## config.mk

```make
export PLATFORM = sky130hd
export DESIGN_NAME = mult_feeder
export DESIGN_NICKNAME = d
export VERILOG_FILES = /design/src/rtl/mult_pkg.sv /design/src/rtl/mult_timeout.sv /design/src/rtl/mult_feeder.sv
export SDC_FILE = /design/constraint.sdc
export NUM_CORES = 1
export LEC_CHECK = 0
export BUFFER_PORTS_ARGS = -buffer_cell sky130_fd_sc_hd__buf_2
export CORE_MARGIN = 2
export CORE_UTILIZATION = 38
export DETAILED_ROUTE_END_ITERATION = 12
export GPL_TIMING_DRIVEN = 0
export PLACE_DENSITY_LB_ADDON = 0.25
export SYNTH_ARGS = -nofsm -noshare
export SYNTH_HDL_FRONTEND = slang
export SYNTH_HIERARCHICAL = 1
export SYNTH_SLANG_ARGS = --single-unit
```

## constraint.sdc

```tcl
create_clock -name clock -period 1.4 [get_ports clock]
set_input_delay 0 -clock clock [delete_from_list [all_inputs] [get_ports clock]]
set_output_delay 0 -clock clock [all_outputs]
set_load 0.005 [all_outputs]
```

## src/rtl/mult_pkg.sv

```systemverilog
// -----------------------------------------------------------------------------
// mult_pkg
// Shared definitions for the multiplier feeder:
//   OPW      - operand width presented to the multiplier
//   PW       - product width returned by the multiplier
//   state_t  - feeder FSM state encoding
//   is_waiting() - true while the feeder is waiting on the multiplier
// -----------------------------------------------------------------------------
package mult_pkg;

  localparam int OPW = 4;
  localparam int PW  = 8;

  typedef enum logic [2:0] {
    IDLE      = 3'd0,
    LAUNCH    = 3'd1,
    WAIT_BUSY = 3'd2,
    WAIT_DONE = 3'd3,
    HOLD      = 3'd4
  } state_t;

  // Both wait states count towards the timeout window.
  function automatic logic is_waiting(input state_t s);
    return (s == WAIT_BUSY) || (s == WAIT_DONE);
  endfunction

endpackage

```

## src/rtl/mult_timeout.sv

```systemverilog
// -----------------------------------------------------------------------------
// mult_timeout
// Cycle counter that flags when the feeder has been waiting on the multiplier
// for LIMIT consecutive cycles. Only exists in builds with
// MULT_FEEDER_TIMEOUT_EN defined.
//
// Ports:
//   clock   - system clock, rising edge
//   n_reset - asynchronous active-low reset, clears the count
//   run     - high in every cycle spent waiting; low clears the count
//   expired - high in the LIMIT-th consecutive cycle of run
// -----------------------------------------------------------------------------
`ifdef MULT_FEEDER_TIMEOUT_EN
module mult_timeout #(
  parameter int LIMIT = 32
) (
  input  logic clock,
  input  logic n_reset,
  input  logic run,
  output logic expired
);

  localparam int CW = (LIMIT < 2) ? 1 : $clog2(LIMIT);

  logic [CW-1:0] count;

  // count holds the number of completed waiting cycles, so it reads LIMIT-1
  // during the LIMIT-th one.
  assign expired = run && (count == CW'(LIMIT - 1));

  always_ff @(posedge clock or negedge n_reset) begin
    if (!n_reset) begin
      count <= '0;
    end else if (!run || expired) begin
      count <= '0;
    end else begin
      count <= count + CW'(1);
    end
  end

endmodule
`endif

```

## src/rtl/mult_feeder.sv

```systemverilog
// -----------------------------------------------------------------------------
// mult_feeder
// Feeds one operand pair at a time into an external START/READY multiplier and
// holds the product on a valid/ready output until it is taken. No operand
// buffering: the block accepts a new pair only when idle.
//
// Build option: define MULT_FEEDER_TIMEOUT_EN to add a wait timeout. When the
// multiplier has not finished within TIMEOUT_CYCLES waiting cycles, the block
// returns 8'hFF, raises the sticky timeout_err output and moves on.
//
// Parameters:
//   TIMEOUT_CYCLES - waiting cycles allowed before a timeout (timeout build)
// Ports:
//   clock, n_reset        - clock (rising edge), async active-low reset
//   in_valid/in_ready     - upstream handshake for the pair in_a, in_b
//   mult_a, mult_b        - operands held steady for the multiplier
//   START                 - one-cycle start pulse to the multiplier
//   READY, AQ             - multiplier idle/done flag and product
//   out_valid/out_ready   - downstream handshake for out_data
//   timeout_err           - sticky timeout flag (timeout build only)
// -----------------------------------------------------------------------------
module mult_feeder
  import mult_pkg::*;
#(
  parameter int TIMEOUT_CYCLES = 32
) (
  input  logic           clock,
  input  logic           n_reset,
  input  logic           in_valid,
  output logic           in_ready,
  input  logic [OPW-1:0] in_a,
  input  logic [OPW-1:0] in_b,
  output logic [OPW-1:0] mult_a,
  output logic [OPW-1:0] mult_b,
  output logic           START,
  input  logic           READY,
  input  logic [PW-1:0]  AQ,
  output logic           out_valid,
  input  logic           out_ready,
  output logic [PW-1:0]  out_data
`ifdef MULT_FEEDER_TIMEOUT_EN
  ,
  output logic           timeout_err
`endif
);

  // A zero-cycle timeout window is meaningless.
  if (TIMEOUT_CYCLES < 1) begin : g_bad_timeout
    $error("mult_feeder: TIMEOUT_CYCLES must be at least 1");
  end

  state_t state;
  state_t state_nx;
  logic   ready_hi;     // READY was already high in the previous WAIT_BUSY cycle
  logic   accept;
  logic   capture;
  logic   timeout_hit;
  logic   expired;

  // Moore outputs decoded from the state register; all are inactive in IDLE,
  // so reset (and its release) can never produce a START pulse.
  assign in_ready  = (state == IDLE);
  assign START     = (state == LAUNCH);
  assign out_valid = (state == HOLD);

`ifdef MULT_FEEDER_TIMEOUT_EN
  mult_timeout #(
    .LIMIT   (TIMEOUT_CYCLES)
  ) u_timeout (
    .clock   (clock),
    .n_reset (n_reset),
    .run     (is_waiting(state)),
    .expired (expired)
  );
`else
  assign expired = 1'b0;
`endif

  always_comb begin
    state_nx    = state;
    accept      = 1'b0;
    capture     = 1'b0;
    timeout_hit = 1'b0;
    case (state)
      IDLE: begin
        if (in_valid) begin
          accept   = 1'b1;
          state_nx = LAUNCH;
        end
      end
      LAUNCH: begin
        state_nx = WAIT_BUSY;
      end
      WAIT_BUSY: begin
        // A multiplier that never shows busy is taken as already finished
        // once READY has been seen high on two consecutive edges.
        if (!READY) begin
          state_nx = WAIT_DONE;
        end else if (ready_hi) begin
          capture  = 1'b1;
          state_nx = HOLD;
        end
      end
      WAIT_DONE: begin
        // The first sampled high wins; any later drop of READY is ignored
        // because we have already left this state.
        if (READY) begin
          capture  = 1'b1;
          state_nx = HOLD;
        end
      end
      HOLD: begin
        if (out_ready) begin
          state_nx = IDLE;
        end
      end
      default: begin
        state_nx = IDLE;
      end
    endcase
    // A genuine completion in the same cycle as expiry takes precedence.
    if (expired && !capture && is_waiting(state)) begin
      timeout_hit = 1'b1;
      state_nx    = HOLD;
    end
  end

  // State and operand/result registers
  always_ff @(posedge clock or negedge n_reset) begin
    if (!n_reset) begin
      state    <= IDLE;
      ready_hi <= 1'b0;
      mult_a   <= '0;
      mult_b   <= '0;
      out_data <= '0;
    end else begin
      state    <= state_nx;
      ready_hi <= (state == WAIT_BUSY) && READY;
      if (accept) begin
        mult_a <= in_a;
        mult_b <= in_b;
      end
      if (capture) begin
        out_data <= AQ;
      end else if (timeout_hit) begin
        out_data <= '1;
      end
    end
  end

`ifdef MULT_FEEDER_TIMEOUT_EN
  // Sticky until the next operand pair is accepted.
  always_ff @(posedge clock or negedge n_reset) begin
    if (!n_reset) begin
      timeout_err <= 1'b0;
    end else if (accept) begin
      timeout_err <= 1'b0;
    end else if (timeout_hit) begin
      timeout_err <= 1'b1;
    end
  end
`endif

endmodule

```

# Yosys cells after proc, flatten, opt, wreduce, memory -nomap -nowiden
# Index checks and enable logic that the tools add are counted.
# word_totals
register_bits	20
output_inout_bits	19
inputBits	21
wordCells	28
ram_bits	0
mem_bits_ro	0
latch_bits	0
n_memories	0
# classes
n_div	0
n_eq_ne	8
reduce_logical	3
mul	0
mux	12
addsub	0
shift	0
n_lt_le_gt_ge	0
n_bitwise	0
# op_table
op	n
2-to-1 mux 3 bit	5
one-hot mux 3 bit (5 select lines)	1
equality test 3 x 2 -> 1 bit (second input constant)	2
2-to-1 mux 1 bit	5
inequality test 2 bit (second input constant)	2
AND reduction 4 bit	1
equality test 3 x 1 -> 1 bit (second input constant)	1
equality test 3 bit (second input constant)	1
zero test 3 bit	1
inequality test 3 bit (second input constant)	1
inequality test 2 x 1 -> 1 bit (second input constant)	1
one-hot mux 1 bit (2 select lines)	1
logical AND 1 bit	1

# Logic depth before layout (Yosys ltp)
# logic_depth
ltp_word	3
depth_mapped	4
ltp_nobuf	3

# Worst setup path after synthesis
# No wires, ideal clock.
# synth_timing
path_type	reg2reg
startpoint	register state[2]
endpoint	register mult_a[0]
synth_period_minus_slack_ps	1448
path_slack_ps	-48
n_path_buf	1
stages_incl_launch_ff	4
t_arrival_ps	1324
path_cell_list	dfrtp_1 -> buf_6 -> nor4b_4 -> mux2_2
# synth_between
elab_chain_len	2
# synth_lines
element	line	text
start: declaration	mult_feeder.sv:52	state_t state;
start signal: assignment	mult_feeder.sv:137	state <= state_nx;
zero test 3 bit	mult_feeder.sv:84	case (state)
2-to-1 mux 1 bit	mult_feeder.sv:84	
end signal: assignment	mult_feeder.sv:140	mult_a <= in_a;
end: declaration	mult_feeder.sv:33	output logic [OPW-1:0] mult_a,
# No other way between the ends.
# A chain may end at the register's enable or synchronous reset.

# Worst setup path in the final report
# layout_timing
startpoint	register state[2]
endpoint	register mult_b[2]
# layout_between
elab_chain_len	2
# layout_lines
element	line	text
zero test 3 bit	mult_feeder.sv:84	
2-to-1 mux 1 bit	mult_feeder.sv:84	
end signal: assignment	mult_feeder.sv:141	mult_b <= in_b;
end: declaration	mult_feeder.sv:34	output logic [OPW-1:0] mult_b,
# No other way between the ends.

==> flow_metrics.env <==
export IMPL_maxSlewHeadroom=0.7066
export IMPL_status="finished, violations left"
export IMPL_grt_pass1_wl_um=2773
export IMPL_maxCapViolCount=0
export IMPL_slew_viol_final=0
export IMPL_p_clk_frac=0.134
export IMPL_end_kind="flip-flop"
export IMPL_initial_core_util=0.4075
export IMPL_fp_dieH_um=50.34
export IMPL_grt_pass1_vias=646
export IMPL_num_antenna_cells=0
export IMPL_timing_rr_start="state[2]"
export IMPL_leakagePower_nw=0.6487
export IMPL_multiInputGateArea_um2=299.0
export IMPL_seq_area_um2=503.0
export IMPL_hold_ws_ns=0.008581
export IMPL_finalSetupTns_ns=-0.1187
export IMPL_cts_buffers=3
export IMPL_power_frac_comb=0.442
export IMPL_area_growth_pct=61.81
export IMPL_firstDrtPassIters=2
export IMPL_die_area_um2=2534
export IMPL_wl_um=1663
export IMPL_grt_overflow=0
export IMPL_power_switching_mw=0.7370
export IMPL_gp_congestion=0.7060
export IMPL_drive_above_1_share=0.5917
export IMPL_critical_path_class="reg2reg"
export IMPL_use_met1=0.1650
export IMPL_synth_cell_types=14
export IMPL_cts_path_max_buffers=2
export IMPL_ys_warn_count=6
export IMPL_avgSynthCellArea_um2=14.83
export IMPL_syn_inst=55
export IMPL_fillers=160
export IMPL_place_inst=121
export IMPL_cts_sinks=20
export IMPL_clk_pin_slew_ns=0.11
export IMPL_drc=0
export IMPL_dpl_cell_area_um2=1045
export IMPL_swShare=0.3021
export IMPL_synth_top_family_by_area="multiplexers"
export IMPL_cts_root_buf="clkbuf_4"
export IMPL_hp_class="in2reg"
export IMPL_layout_nets=142
export IMPL_viasPerCell=4.463
export IMPL_postLayoutCoreUtil=0.6594
export IMPL_met2_usage=0.2719
export IMPL_synthSimpleGateAreaFrac=0.1181
export IMPL_drt_iter0_drc=1
export IMPL_netlist_area_um2=815.8
export IMPL_fin_skew_ns=0.005200
export IMPL_synth_adder_area_share=0
export IMPL_synth_compound_area_frac=0.01534
export IMPL_failed_checks="negative setup slack"
export IMPL_grt_usage=0.1463
export IMPL_muxShareOfSynthArea=0.2209
export IMPL_syn_nets=76
export IMPL_hold_start="READY"
export IMPL_ys_seq_elements=20
export IMPL_coreArea_um2=2002
export IMPL_rsz0062_at_grt="true"
export IMPL_io_buffers=39
export IMPL_finalPower_mw=2.440
export IMPL_fin_ws_ns=-0.02642
export IMPL_rows=16
export IMPL_p_seq_frac=0.424
export IMPL_power_density_nw_per_um2=1848
export IMPL_met3_usage=0.01786
export IMPL_setup_violations=6
export IMPL_synth_xor_area_frac=0
export IMPL_cp_start_kind="flip-flop"
export IMPL_fin_crit_ns=1.426
export IMPL_ir_drop_mv=1.044
export IMPL_ant_nets=0
export IMPL_num_vias=656
export IMPL_cts_tree="built"
export IMPL_fin_crit_sh=1.019
export IMPL_hold_viol_final=0
export IMPL_finalInstanceArea_um2=1320
export IMPL_grt_max_degree=21
export IMPL_tightest_slew_ns=0.4401
export IMPL_crit_arrival_ns=1.61
export IMPL_yosysSeqAreaShare=0.6135
export IMPL_clock_fmax_mhz=701.1
export IMPL_p_int_mw=1.703
export IMPL_finalNonFillerCells=147
export IMPL_critPathMaxFanout=8
export IMPL_crit_start="state[2]"
export IMPL_htreeDepth=1
export IMPL_busiest_layer="met2"
export IMPL_clk_latency_ns=0.29
export IMPL_dp_slack_ns=-0.1889
export IMPL_wl_per_cell_um=11.31
export IMPL_crit_required_ns=1.58
export IMPL_io_pins=40
export IMPL_die_w_um=50.34
export IMPL_antenna_found_initial=0
==> Yosys cell counts <==
| master | instances | area [um^2] |
|---|---|---|
| mux2_2 | 16 | 180.2 |
| nor2_1 | 4 | 15.01 |
| buf_6 | 1 | 11.26 |
| nor3_4 | 1 | 16.27 |
| nor3_1 | 3 | 15.01 |
| buf_4 | 1 | 7.510 |
| dfrtp_1 | 20 | 500.5 |
| a21o_1 | 1 | 7.510 |
| and2_2 | 1 | 7.510 |
| nand2_1 | 1 | 3.750 |
| nor4b_4 | 1 | 23.77 |
| a21oi_1 | 1 | 5.000 |
| inv_1 | 2 | 7.510 |
| nor3b_1 | 2 | 15.01 |
==> kinds of logic after synthesis <==
| group | after synthesis |
|---|---|
| DFF | 20 |
| muxes | 16 |
| and+or+nand+nor | 13 |
| buffers and inverters | 4 |
| AOI/OAI and AO/OA | 2 |
==> critical path, cell delays in order, from the launching register on <==
cell and delay (ns):
dfrtp_1 0.39, buf_6 0.13, nor4b_4 0.27, buf_6 0.18, mux2_2 0.34
==> final timing paths <==
kind / endpoint / slack, ns / depth (start not counted)
max: mult_b[2] / -0.03 / 4
min: ready_hi / 0.009 / 3
max reg2reg: mult_b[2] / -0.03 / 4
min reg2reg: out_data[3] / 0.51 / 1
max in group asynchronous: state[0] / 0.91 / 2
min in group asynchronous: out_data[5] / 0.16 / 2
==> routing by layer <==
metal / vias up / share of wire
met5: - / 0
met4: 0 / 0.0060
met3: 2 / 0.041
met2: 14 / 0.54
met1: 319 / 0.42
li1: 321 / -
==> power by group through the flow <==
stage	combinational (mW)	clock (mW)	sequential [mW]
floorplan	0.552	0	1.04
global placement	0.933	0	1.01
detailed placement	0.957	0	1.03
CTS	1.07	0.332	1.04
global route	1.18	0.350	1.08
finish	1.08	0.326	1.03
==> cells in the final DEF (no fill, tap or decap) <==
cell type / Yosys / final
mux2_4: 0 / 2
nor2_1: 4 / 4
and2_2: 1 / 1
a21o_1: 1 / 1
buf_6: 1 / 2
mux2_2: 16 / 14
nor3_4: 1 / 1
buf_2: 0 / 39
buf_4: 1 / 3
nor3b_1: 2 / 2
nand2_2: 0 / 1
clkbuf_8: 0 / 1
buf_12: 0 / 1
inv_1: 2 / 2
nor4b_4: 1 / 1
a21oi_1: 1 / 1
dfrtp_1: 20 / 18
dlygate4sd3_1: 0 / 18
nor3_1: 3 / 3
clkbuf_4: 0 / 3
dfrtp_2: 0 / 2
==> flip-flops by register name, summed over array words and instances, names as in the netlist <==
name and flops:
ready_hi 1, mult_b 4, mult_a 4, out_data 8
state 3
==> area by class of cell <==
| cell class | instances | share of cell area |
|---|---|---|
| Tap cell | 27 | 0.02559 |
| Timing Repair Buffer | 62 | 0.3251 |
| Sequential cell | 20 | 0.3810 |
| Buffer | 1 | 0.008531 |
| Inverter | 2 | 0.005687 |
| Multi-Input combinational cell | 31 | 0.2265 |
| Clock buffer | 4 | 0.02749 |
==> what timing repair did <==
action	in CTS	in global routing
pin swaps	2	1
gates resized for setup	2	4
hold buffers	18	0
setup endpoints to repair	16	16
endpoints found under the hold margin	37	0
gates cloned	0	0
buffers inserted	5	0
Power figures use the tool's default switching activity.
